`config.mk`:
```
export PLATFORM = sky130hd
export DESIGN_NAME = risc5_sram_bridge
export DESIGN_NICKNAME = d
export VERILOG_FILES = /design/src/rtl/risc5_mem_pkg.sv /design/src/rtl/sram_phase_timer.sv /design/src/rtl/risc5_sram_bridge.sv
export SDC_FILE = /design/constraint.sdc
export NUM_CORES = 1
export LEC_CHECK = 0
export ABC_AREA = 1
export BUFFER_PORTS_ARGS = -buffer_cell sky130_fd_sc_hd__buf_2
export CAP_MARGIN = 20
export CORE_AREA = 4 4 115 117
export DETAILED_ROUTE_END_ITERATION = 8
export DIE_AREA = 0 0 119 121
export GPL_ROUTABILITY_DRIVEN = 0
export PLACE_DENSITY = 0.72
export SLEW_MARGIN = 40
export SYNTH_ARGS = -nofsm -noshare
export SYNTH_HDL_FRONTEND = slang
export SYNTH_SLANG_ARGS = --single-unit
```
`constraint.sdc`:
```
create_clock -name clk -period 6.2 [get_ports clk]
set_clock_uncertainty 0.15 [all_clocks]
set_input_delay 0.93 -clock clk [delete_from_list [all_inputs] [get_ports clk]]
set_output_delay 0.93 -clock clk [all_outputs]
set_load 0.05 [all_outputs]
```
`src/rtl/risc5_mem_pkg.sv`:
```
// risc5_mem_pkg: shared types and constants for the RISC5 SRAM bridge.
package risc5_mem_pkg;

  localparam int WAIT_MAX = 15;
  localparam int WCNT_W   = 4;

  typedef enum logic [1:0] {
    IDLE = 2'd0,
    LO   = 2'd1,
    HI   = 2'd2,
    DONE = 2'd3
  } state_t;

  typedef enum logic [1:0] {
    FETCH = 2'd0,
    READ  = 2'd1,
    WRITE = 2'd2
  } kind_t;

  // Active-low byte enables for a byte write; lane0 picks dq[15:8] when set.
  function automatic logic [1:0] byte_be_n(input logic lane0);
    return lane0 ? 2'b01 : 2'b10;
  endfunction

endpackage

```
`src/rtl/sram_phase_timer.sv`:
```
// sram_phase_timer: loadable down-counter; last is high on the final cycle
// of an SRAM phase (count == 0).
module sram_phase_timer
  import risc5_mem_pkg::*;
(
  input  logic              clk,
  input  logic              rst,
  input  logic              load,
  input  logic [WCNT_W-1:0] init,
  output logic              last
);

  logic [WCNT_W-1:0] cnt;

  // Reload on phase entry, otherwise count down and park at zero
  always_ff @(posedge clk) begin
    if (rst)             cnt <= '0;
    else if (load)       cnt <= init;
    else if (cnt != '0)  cnt <= cnt - 1'b1;
  end

  assign last = (cnt == '0);

endmodule

```
`src/rtl/risc5_sram_bridge.sv`:
```
// risc5_sram_bridge: RISC5 memory-port responder on a 16-bit async SRAM.
// Each access runs as one or two halfword phases of WAIT+1 cycles.
// Optional build macro RISC5_FETCH_BUF_EN adds a one-word fetch buffer.
module risc5_sram_bridge
  import risc5_mem_pkg::*;
#(
  parameter int WAIT  = 1,
  parameter int ADR_W = 20
) (
  input  logic             clk,
  input  logic             rst,
  input  logic [23:0]      adr,
  input  logic             rd,
  input  logic             wr,
  input  logic             ben,
  input  logic [31:0]      outbus,
  output logic [31:0]      inbus,
  output logic [31:0]      codebus,
  output logic             stallX,
  output logic [ADR_W-1:0] sram_adr,
  output logic [15:0]      sram_dq_o,
  input  logic [15:0]      sram_dq_i,
  output logic             sram_dq_oe,
  output logic             sram_ce_n,
  output logic             sram_oe_n,
  output logic             sram_we_n,
  output logic [1:0]       sram_be_n
);

  localparam int WORD_W = ADR_W - 1;
  localparam logic [WCNT_W-1:0] WAIT_CNT =
    (WAIT > WAIT_MAX) ? WCNT_W'(WAIT_MAX) : WCNT_W'(WAIT);

  state_t            state_q, state_d;
  kind_t             kind_q, kind_a, kind_c;
  logic [WORD_W-1:0] word_q, word_a, word_c;
  logic [1:0]        lane_q;
  logic              byte_q, byte_a;
  logic [31:0]       wdata_q, wdata_c, data_q;
  logic              stall_q, last, phase_load, in_phase, hit;
  logic [31:0]       hit_data;
  logic [ADR_W-1:0]  sadr_q;
  logic [15:0]       dq_o_q;

  // Address bits above the SRAM range are dropped, so accesses wrap.
  logic unused_adr;
  assign unused_adr = ^adr[23:ADR_W+1];

  // Request decode: a store wins over a load, nothing asserted means fetch
  always_comb begin
    kind_a = FETCH;
    if (wr)      kind_a = WRITE;
    else if (rd) kind_a = READ;
  end

  assign byte_a = ben & (rd | wr);
  assign word_a = adr[ADR_W:2];

  // Values for the phase being entered: live inputs on accept, else captured.
  assign kind_c  = (state_q == IDLE) ? kind_a : kind_q;
  assign word_c  = (state_q == IDLE) ? word_a : word_q;
  assign wdata_c = (state_q == IDLE) ? outbus : wdata_q;

`ifdef RISC5_FETCH_BUF_EN
  logic              buf_vld;
  logic [WORD_W-1:0] buf_tag;
  logic [31:0]       buf_data;

  assign hit      = (state_q == IDLE) && (kind_a == FETCH) && buf_vld && (buf_tag == word_a);
  assign hit_data = buf_data;

  // Fetch buffer: stores kill a matching entry at accept, fetches refill in DONE
  always_ff @(posedge clk) begin
    if (rst) begin
      buf_vld  <= 1'b0;
      buf_tag  <= '0;
      buf_data <= '0;
    end else if ((state_q == IDLE) && (kind_a == WRITE) && (buf_tag == word_a)) begin
      buf_vld <= 1'b0;
    end else if ((state_q == DONE) && (kind_q == FETCH)) begin
      buf_vld  <= 1'b1;
      buf_tag  <= word_q;
      buf_data <= data_q;
    end
  end
`else
  assign hit      = 1'b0;
  assign hit_data = '0;
`endif

  // Next-state: word = LO,HI; byte picks the half holding its lane
  always_comb begin
    state_d = state_q;
    case (state_q)
      IDLE: begin
        if (hit)                     state_d = DONE;
        else if (!byte_a || !adr[1]) state_d = LO;
        else                         state_d = HI;
      end
      LO:      if (last) state_d = byte_q ? DONE : HI;
      HI:      if (last) state_d = DONE;
      DONE:    state_d = IDLE;
      default: state_d = IDLE;
    endcase
  end

  assign phase_load = ((state_d == LO) || (state_d == HI)) && (state_d != state_q);
  assign in_phase   = (state_q == LO) || (state_q == HI);

  sram_phase_timer u_timer (
    .clk  (clk),
    .rst  (rst),
    .load (phase_load),
    .init (WAIT_CNT),
    .last (last)
  );

  // State, registered stall and request capture at accept
  always_ff @(posedge clk) begin
    if (rst) begin
      state_q <= IDLE;
      stall_q <= 1'b0;
      kind_q  <= FETCH;
      word_q  <= '0;
      lane_q  <= '0;
      byte_q  <= 1'b0;
      wdata_q <= '0;
    end else begin
      state_q <= state_d;
      stall_q <= (state_d == LO) || (state_d == HI);
      if (state_q == IDLE) begin
        kind_q  <= kind_a;
        word_q  <= word_a;
        lane_q  <= adr[1:0];
        byte_q  <= byte_a;
        wdata_q <= outbus;
      end
    end
  end

  // SRAM address and write data are latched at each phase entry and held
  always_ff @(posedge clk) begin
    if (rst) begin
      sadr_q <= '0;
      dq_o_q <= '0;
    end else if (phase_load) begin
      sadr_q <= {word_c, (state_d == HI)};
      if (kind_c == WRITE)
        dq_o_q <= (state_d == HI) ? wdata_c[31:16] : wdata_c[15:0];
    end
  end

  // Read data assembly; byte reads still take the whole halfword
  always_ff @(posedge clk) begin
    if (rst) begin
      data_q <= '0;
    end else if (hit) begin
      data_q <= hit_data;
    end else if (last && (kind_q != WRITE)) begin
      if (state_q == LO) data_q[15:0]  <= sram_dq_i;
      if (state_q == HI) data_q[31:16] <= sram_dq_i;
    end
  end

  // Strobes decoded from state; we_n releases on the last cycle for data hold
  always_comb begin
    sram_ce_n  = 1'b1;
    sram_oe_n  = 1'b1;
    sram_we_n  = 1'b1;
    sram_be_n  = 2'b11;
    sram_dq_oe = 1'b0;
    if (in_phase) begin
      sram_ce_n = 1'b0;
      if (kind_q == WRITE) begin
        sram_dq_oe = 1'b1;
        sram_we_n  = last && (WAIT_CNT != '0);
        sram_be_n  = byte_q ? byte_be_n(lane_q[0]) : 2'b00;
      end else begin
        sram_oe_n = 1'b0;
        sram_be_n = 2'b00;
      end
    end
  end

  assign sram_adr  = sadr_q;
  assign sram_dq_o = dq_o_q;
  assign stallX    = stall_q;
  assign inbus     = data_q;
  assign codebus   = data_q;

endmodule

```
---- Word-level counts from Yosys, hierarchy flattened ----
Cells that the tools add are included.
word-level totals
  flip-flop bits (word level) ............. 130
  bits of input ports ..................... 77
  output and inout port bits .............. 107
  logic and storage cells ................. 63
cells by class
  $add $sub $neg .......................... 1
  eq/ne operators ......................... 9
  mux-type cells .......................... 23
  bitwise operators ....................... 2
  reductions and logical operators ........ 15
operators with widths
  operator                                          number
  two-way mux 32 bit                                1
  two-way mux 19 bit                                1
  two-way mux 2 bit                                 9
  two-way mux 16 bit                                1
  == test 2 bit, second input constant              5
  two-way mux 1 bit                                 10
  case mux 2 bit (4 select lines)                   1
  AND reduction 2 bit                               3
  == test 2 x 1 -> 1 bit, second input constant     2
  logical NOT 4 bit                                 1
  nonzero test 4 bit                                1
  subtractor 4 x 1 -> 4 bit, second input constant  1
  logical OR 1 bit                                  3
  logical AND 1 bit                                 2
  logical NOT 1 bit                                 2
  logical NOT 2 bit                                 1
  inequality test 2 bit                             1
  inequality test 2 bit, second input constant      1
  nonzero test 2 bit                                1
  OR reduction 2 bit                                1
  bitwise AND 1 bit                                 1
  bitwise OR 1 bit                                  1

---- Longest topological paths before layout ----
  word-level depth ........................ 10
  depth in mapped cells ................... 16
  depth with buffers taken out ............ 15

---- Hierarchy ----
From an unflattened synthesis, not the netlist that was laid out.
second synthesis, totals
  cells, all modules ...................... 696
  area, all modules ....................... 5,527.8 sq um
modules (own cells, without submodules)
  module             instances  cells each  area an instance (sq um)  seq. area each (sq um)
  risc5_sram_bridge  1          656         5,280.1                   2,522.4
  sram_phase_timer   1          40          247.7                     80.1

---- Least setup slack after synthesis ----
No wires, ideal clock.
  kind .................................... flip-flop to output port
  from .................................... reg state_q[1]
  to ...................................... out sram_we_n
  data arrival time ....................... 2.278 ns
  data required time ...................... 5.120 ns
  setup slack ............................. 2.842 ns
  cell stages (with the launch flop) ...... 6
  buffers on the path ..................... 0
  cells stage by stage .................... dfxtp_1 > inv_1 > ha_1 > inv_1 > nor2_1 > nand2_1
between the ends
  word-level cells in the longest chain between the ends .. 3
  elaborated cells on any way between the ends .. 4
  classes of those cells .................. eq/ne (2); mux (1); reduce/logical (1)
RTL lines
  what                                                            RTL line                  text
  start, declared                                                 risc5_sram_bridge.sv:34   state_t state_q, state_d;
  start signal, assigned                                          risc5_sram_bridge.sv:129  state_q <= state_d;
  == test 2 x 1 -> 1 bit / == test 2 bit (equally long branches)  risc5_sram_bridge.sv:108  assign in_phase = (state_q == LO) || (state_q == HI);
  logical OR 1 bit (*)                                            risc5_sram_bridge.sv:108
  two-way mux 1 bit (*)                                           risc5_sram_bridge.sv:172  if (in_phase) begin
  end, declared                                                   risc5_sram_bridge.sv:26   output logic sram_we_n,
Every way passes the cells marked *; elsewhere a longest branch is shown, timed or not.

---- Worst setup path in the final report ----
  from .................................... reg state_q[0]
  to ...................................... reg sadr_q[19], in the netlist sram_adr[19]
between the ends
  word-level cells in the longest chain between the ends .. 5
  elaborated cells on any way between the ends .. 13
  classes of those cells .................. eq/ne (6); mux (4); reduce/logical (3)
RTL lines
  what                                                            RTL line                  text
  == test 2 bit, or another cell as far along                     risc5_sram_bridge.sv:94   case (state_q)
  case mux 2 bit (4 select lines)                                 risc5_sram_bridge.sv:94
  == test 2 x 1 -> 1 bit / == test 2 bit (equally long branches)  risc5_sram_bridge.sv:107  assign phase_load = ((state_d == LO) || (state_d == HI)) && (state_d != state_q);
  logical OR 1 bit                                                risc5_sram_bridge.sv:107
  logical AND 1 bit                                               risc5_sram_bridge.sv:107
  end signal, assigned                                            risc5_sram_bridge.sv:147  sadr_q <= {word_c, (state_d == HI)};
  end, declared                                                   risc5_sram_bridge.sv:42   logic [ADR_W-1:0] sadr_q;
Several ways; a longest one is shown, not always the timed one.
A chain may end at the register's enable or synchronous reset.

==> key figures <==
Floorplan
  • Initial core utilization: 0.437
  • Die area: 0.0144 mm^2
  • Die Y: 121 um
  • Row cnt: 41
  • Boundary Pins: 184
  • Core Footprint: 0.0124 mm^2
  • Die width: 119 um

Setup path
  • CP endpoint: sram_adr[19]
  • R2R setup slack: 2.79 ns
  • Crit-path slowest cell: buf_4
  • Maximum fanout along the worst path: 57
  • Critical Path AT: 3.62 ns
  • Kind of critical path: register to register
  • Cell family with most CP delay: buffers and inverters
  • Crit path cell chain: inv_1, ha_2, buf_4, o21ai_4, nand2_1, inv_1, ha_1, inv_1, nand2_4, inv_2, nor2_2, nor2_1
  • RR Endpoint: sram_adr[19]
  • Bufs and invs on worst path: 5
  • Reg2Reg Depth: 12
  • Crit. End Element: register
  • Startpoint Class: register
  • Worst path max stage delay: 0.65 ns
  • Reg2reg start: state_q[0]
  • Critical path's most frequent cell: inv_1
  • CP required: 6.40 ns
  • Setup crit start: state_q[0]
  • Crit path depth: 12

Cells and area
  • Post-route cell area: 0.00673 mm^2
  • Total of fill cells in the finished design: 1198
  • Antenna diodes: 0
  • Final net count: 878
  • P&R area growth vs syn: 24.5%
  • Share of cells above drive strength 1: 0.316

Placed design
  • Placed cell areas: 0.00609 mm^2
  • Detailed placer's ending HPWL: 8690 um
  • Dpl ws: 2.77 ns
  • Port bufs: 180

CTS
  • Sink Count: 130
  • CTS buffer count: 17
  • Setup bufs post-CTS: 0
  • Clk root buf: clkbuf_16
  • Reg clk slew, reported paths: 0.06 ns
  • Cts-stage hold buffer count: 0
  • CTS-repair resized insts: 0
  • Htree depth: 4
  • CTS tree: yes
  • Worst skew pair latency: 0.41 ns
  • Clock Tree Buf Depth: 2

GRT
  • Largest net degree at the start of global routing: 58
  • GRT overflow: 0
  • Initial antenna violation count: 0
  • First-pass GRT wire length: 20300 um
  • Gr usage total: 0.179
  • Number of global-route vias before repair: 4217

Detailed routing
  • DRC violations left: 0
  • Vias: 4469
  • Vias per inst: 4.56
  • Final ANT Viol Nets: 0
  • DRT Pass-1 Iters: 4
  • Routed WL: 12800 um
  • DRC marker count from the first detailed-route iteration: 278
  • Average wire per standard cell: 13.1 um

Job
  • Max cap viols: 0

STA
  • Setup TNS Final: 0 ns
  • Slew HR: 0.473
  • Final setup margin: 2.79 ns
  • Fin Hold WS: 0.336 ns
  • Slew @ Worst Pin: 0.791 ns
  • Max-slew violations: 0
  • Final setup viols: 0
  • FMAX: 293 MHz
  • Final hold vios: 0
  • RSZ-0062 raised after global routing: false
  • Period utilization: 0.550
  • Minimum clock period: 3.41 ns

Yosys
  • Avg Cell Area, Syn: 8.20 um^2
  • Post-synth net total: 742
  • Synth unique cells: 28
  • Most common cell in the synthesized netlist: nor2_1
  • Post-synth EDFFs: 0
  • Largest area contributor in the netlist: dfxtp_1
  • Seq/Total Area, Yosys: 0.482
  • Post-synthesis instance area: 0.00540 mm^2
  • Yosys reg bits: 130
  • Mapped Cells: 659
  • Post-synth ARST share: 0
  • Post-synth top area share: 0.482
  • Primary FF master, synth: dfxtp_1
  • Top cells by count, synth: nor2_1, dfxtp_1, o21ai_0
  • Synth top area cells: dfxtp_1, nor2_1, mux2i_1, buf_4, o21ai_0
  • Ys Warns: 0

Status
  • Status: completed

Pwr
  • Peak supply drop: 305 uV
  • Leakage power: 0.00351 uW
  • PwrDens: 649 mW/mm^2

Min path
  • Hold Crit Class: register to register
  • Min-Delay Path Depth: 2
## layout make-up
| cell class | count | area (um^2) | share of cell area |
|---|---|---|---|
| Sequential cell | 130 | 2600 | 0.387 |
| Multi-Input combinational cell | 421 | 2190 | 0.326 |
| Timing Repair Buffer | 183 | 943 | 0.140 |
| Clock buffer | 22 | 484 | 0.0720 |
| Tap cell | 172 | 215 | 0.0320 |
| Inverter | 42 | 160 | 0.0238 |
| Clock inverter | 10 | 129 | 0.0192 |
## stage by stage
stage / power, uW / instances / utilization
4_1_cts: 4410 / 979 / 0.542
5_1_grt: 4650 / 980 / 0.544
2_1_floorplan: 2970 / 659 / -
3_5_place_dp: 3360 / 947 / 0.492
3_3_place_gp: 3340 / 947 / 0.492
6_report: 4370 / 980 / 0.544
## flip-flops by register name (all words and copies together), names as in the netlist
signal	count
word_q	19
byte_q	1
sram_dq_o	16
lane_q	1
kind_q	2
u_timer.cnt	4
sram_adr	20
wdata_q	32
codebus	32
stallX	1
state_q	2
## worst min path at each step
stage	startpoint	to	slack, ns
3_3_place_gp	wdata_q[11]	wdata_q[11]	0.32
2_1_floorplan	wdata_q[16]	wdata_q[16]	0.30
4_1_cts	sram_adr[17]	sram_adr[17]	0.34
6_report	sram_adr[1]	sram_adr[1]	0.34
5_1_grt	wdata_q[29]	wdata_q[29]	0.36
3_5_place_dp	sram_adr[17]	sram_adr[17]	0.33
## routing by layer
layer / wire, um / track usage
met1: 5570 / 0.206
met2: 5990 / 0.296
met3: 984 / 0.0718
met4: 250 / 0.0724
met5: 0 / 0
## worst reg2reg max path: cells and delay by family, from the launching register on
| family | cells | cell delay [ns] |
|---|---|---|
| buf+inv | 5 | 1.53 |
| fa+ha+maj | 2 | 0.64 |
| simple gates | 4 | 0.51 |
| flops | 1 | 0.32 |
| compound gates | 1 | 0.20 |
## cell families after synthesis
family / Yosys count / synth area share
AND/OR/NAND/NOR: 281 / 0.218
flip-flops: 130 / 0.482
buffers and inverters: 108 / 0.113
AO/OA/AOI/OAI: 83 / 0.0803
multiplexers: 48 / 0.0889
adder cells (fa/ha/maj): 6 / 0.0139
XOR/XNOR: 3 / 0.00486
## power by group
part           internal [uW]  switching (uW)
Sequential              1090             115
Combinational            563            1570
Clock                    672             361
## cell usage in the layout (no fill, tap or decap), types with 2 or more instances in the layout
master	n
buf_2	180
nor3_1	3
clkinv_2	6
ha_1	5
buf_4	2
o21ai_0	56
nand2_2	8
clkbuf_16	17
clkbuf_8	4
a21oi_1	19
nor2_2	21
dfxtp_1	130
nor2_1	195
nand2_1	44
xnor2_1	2
o21ai_1	4
inv_2	3
mux2i_1	48
inv_1	38
nand2_4	3
nand3_1	5
bufinv_16	3
(Power assumes the default switching activity.)
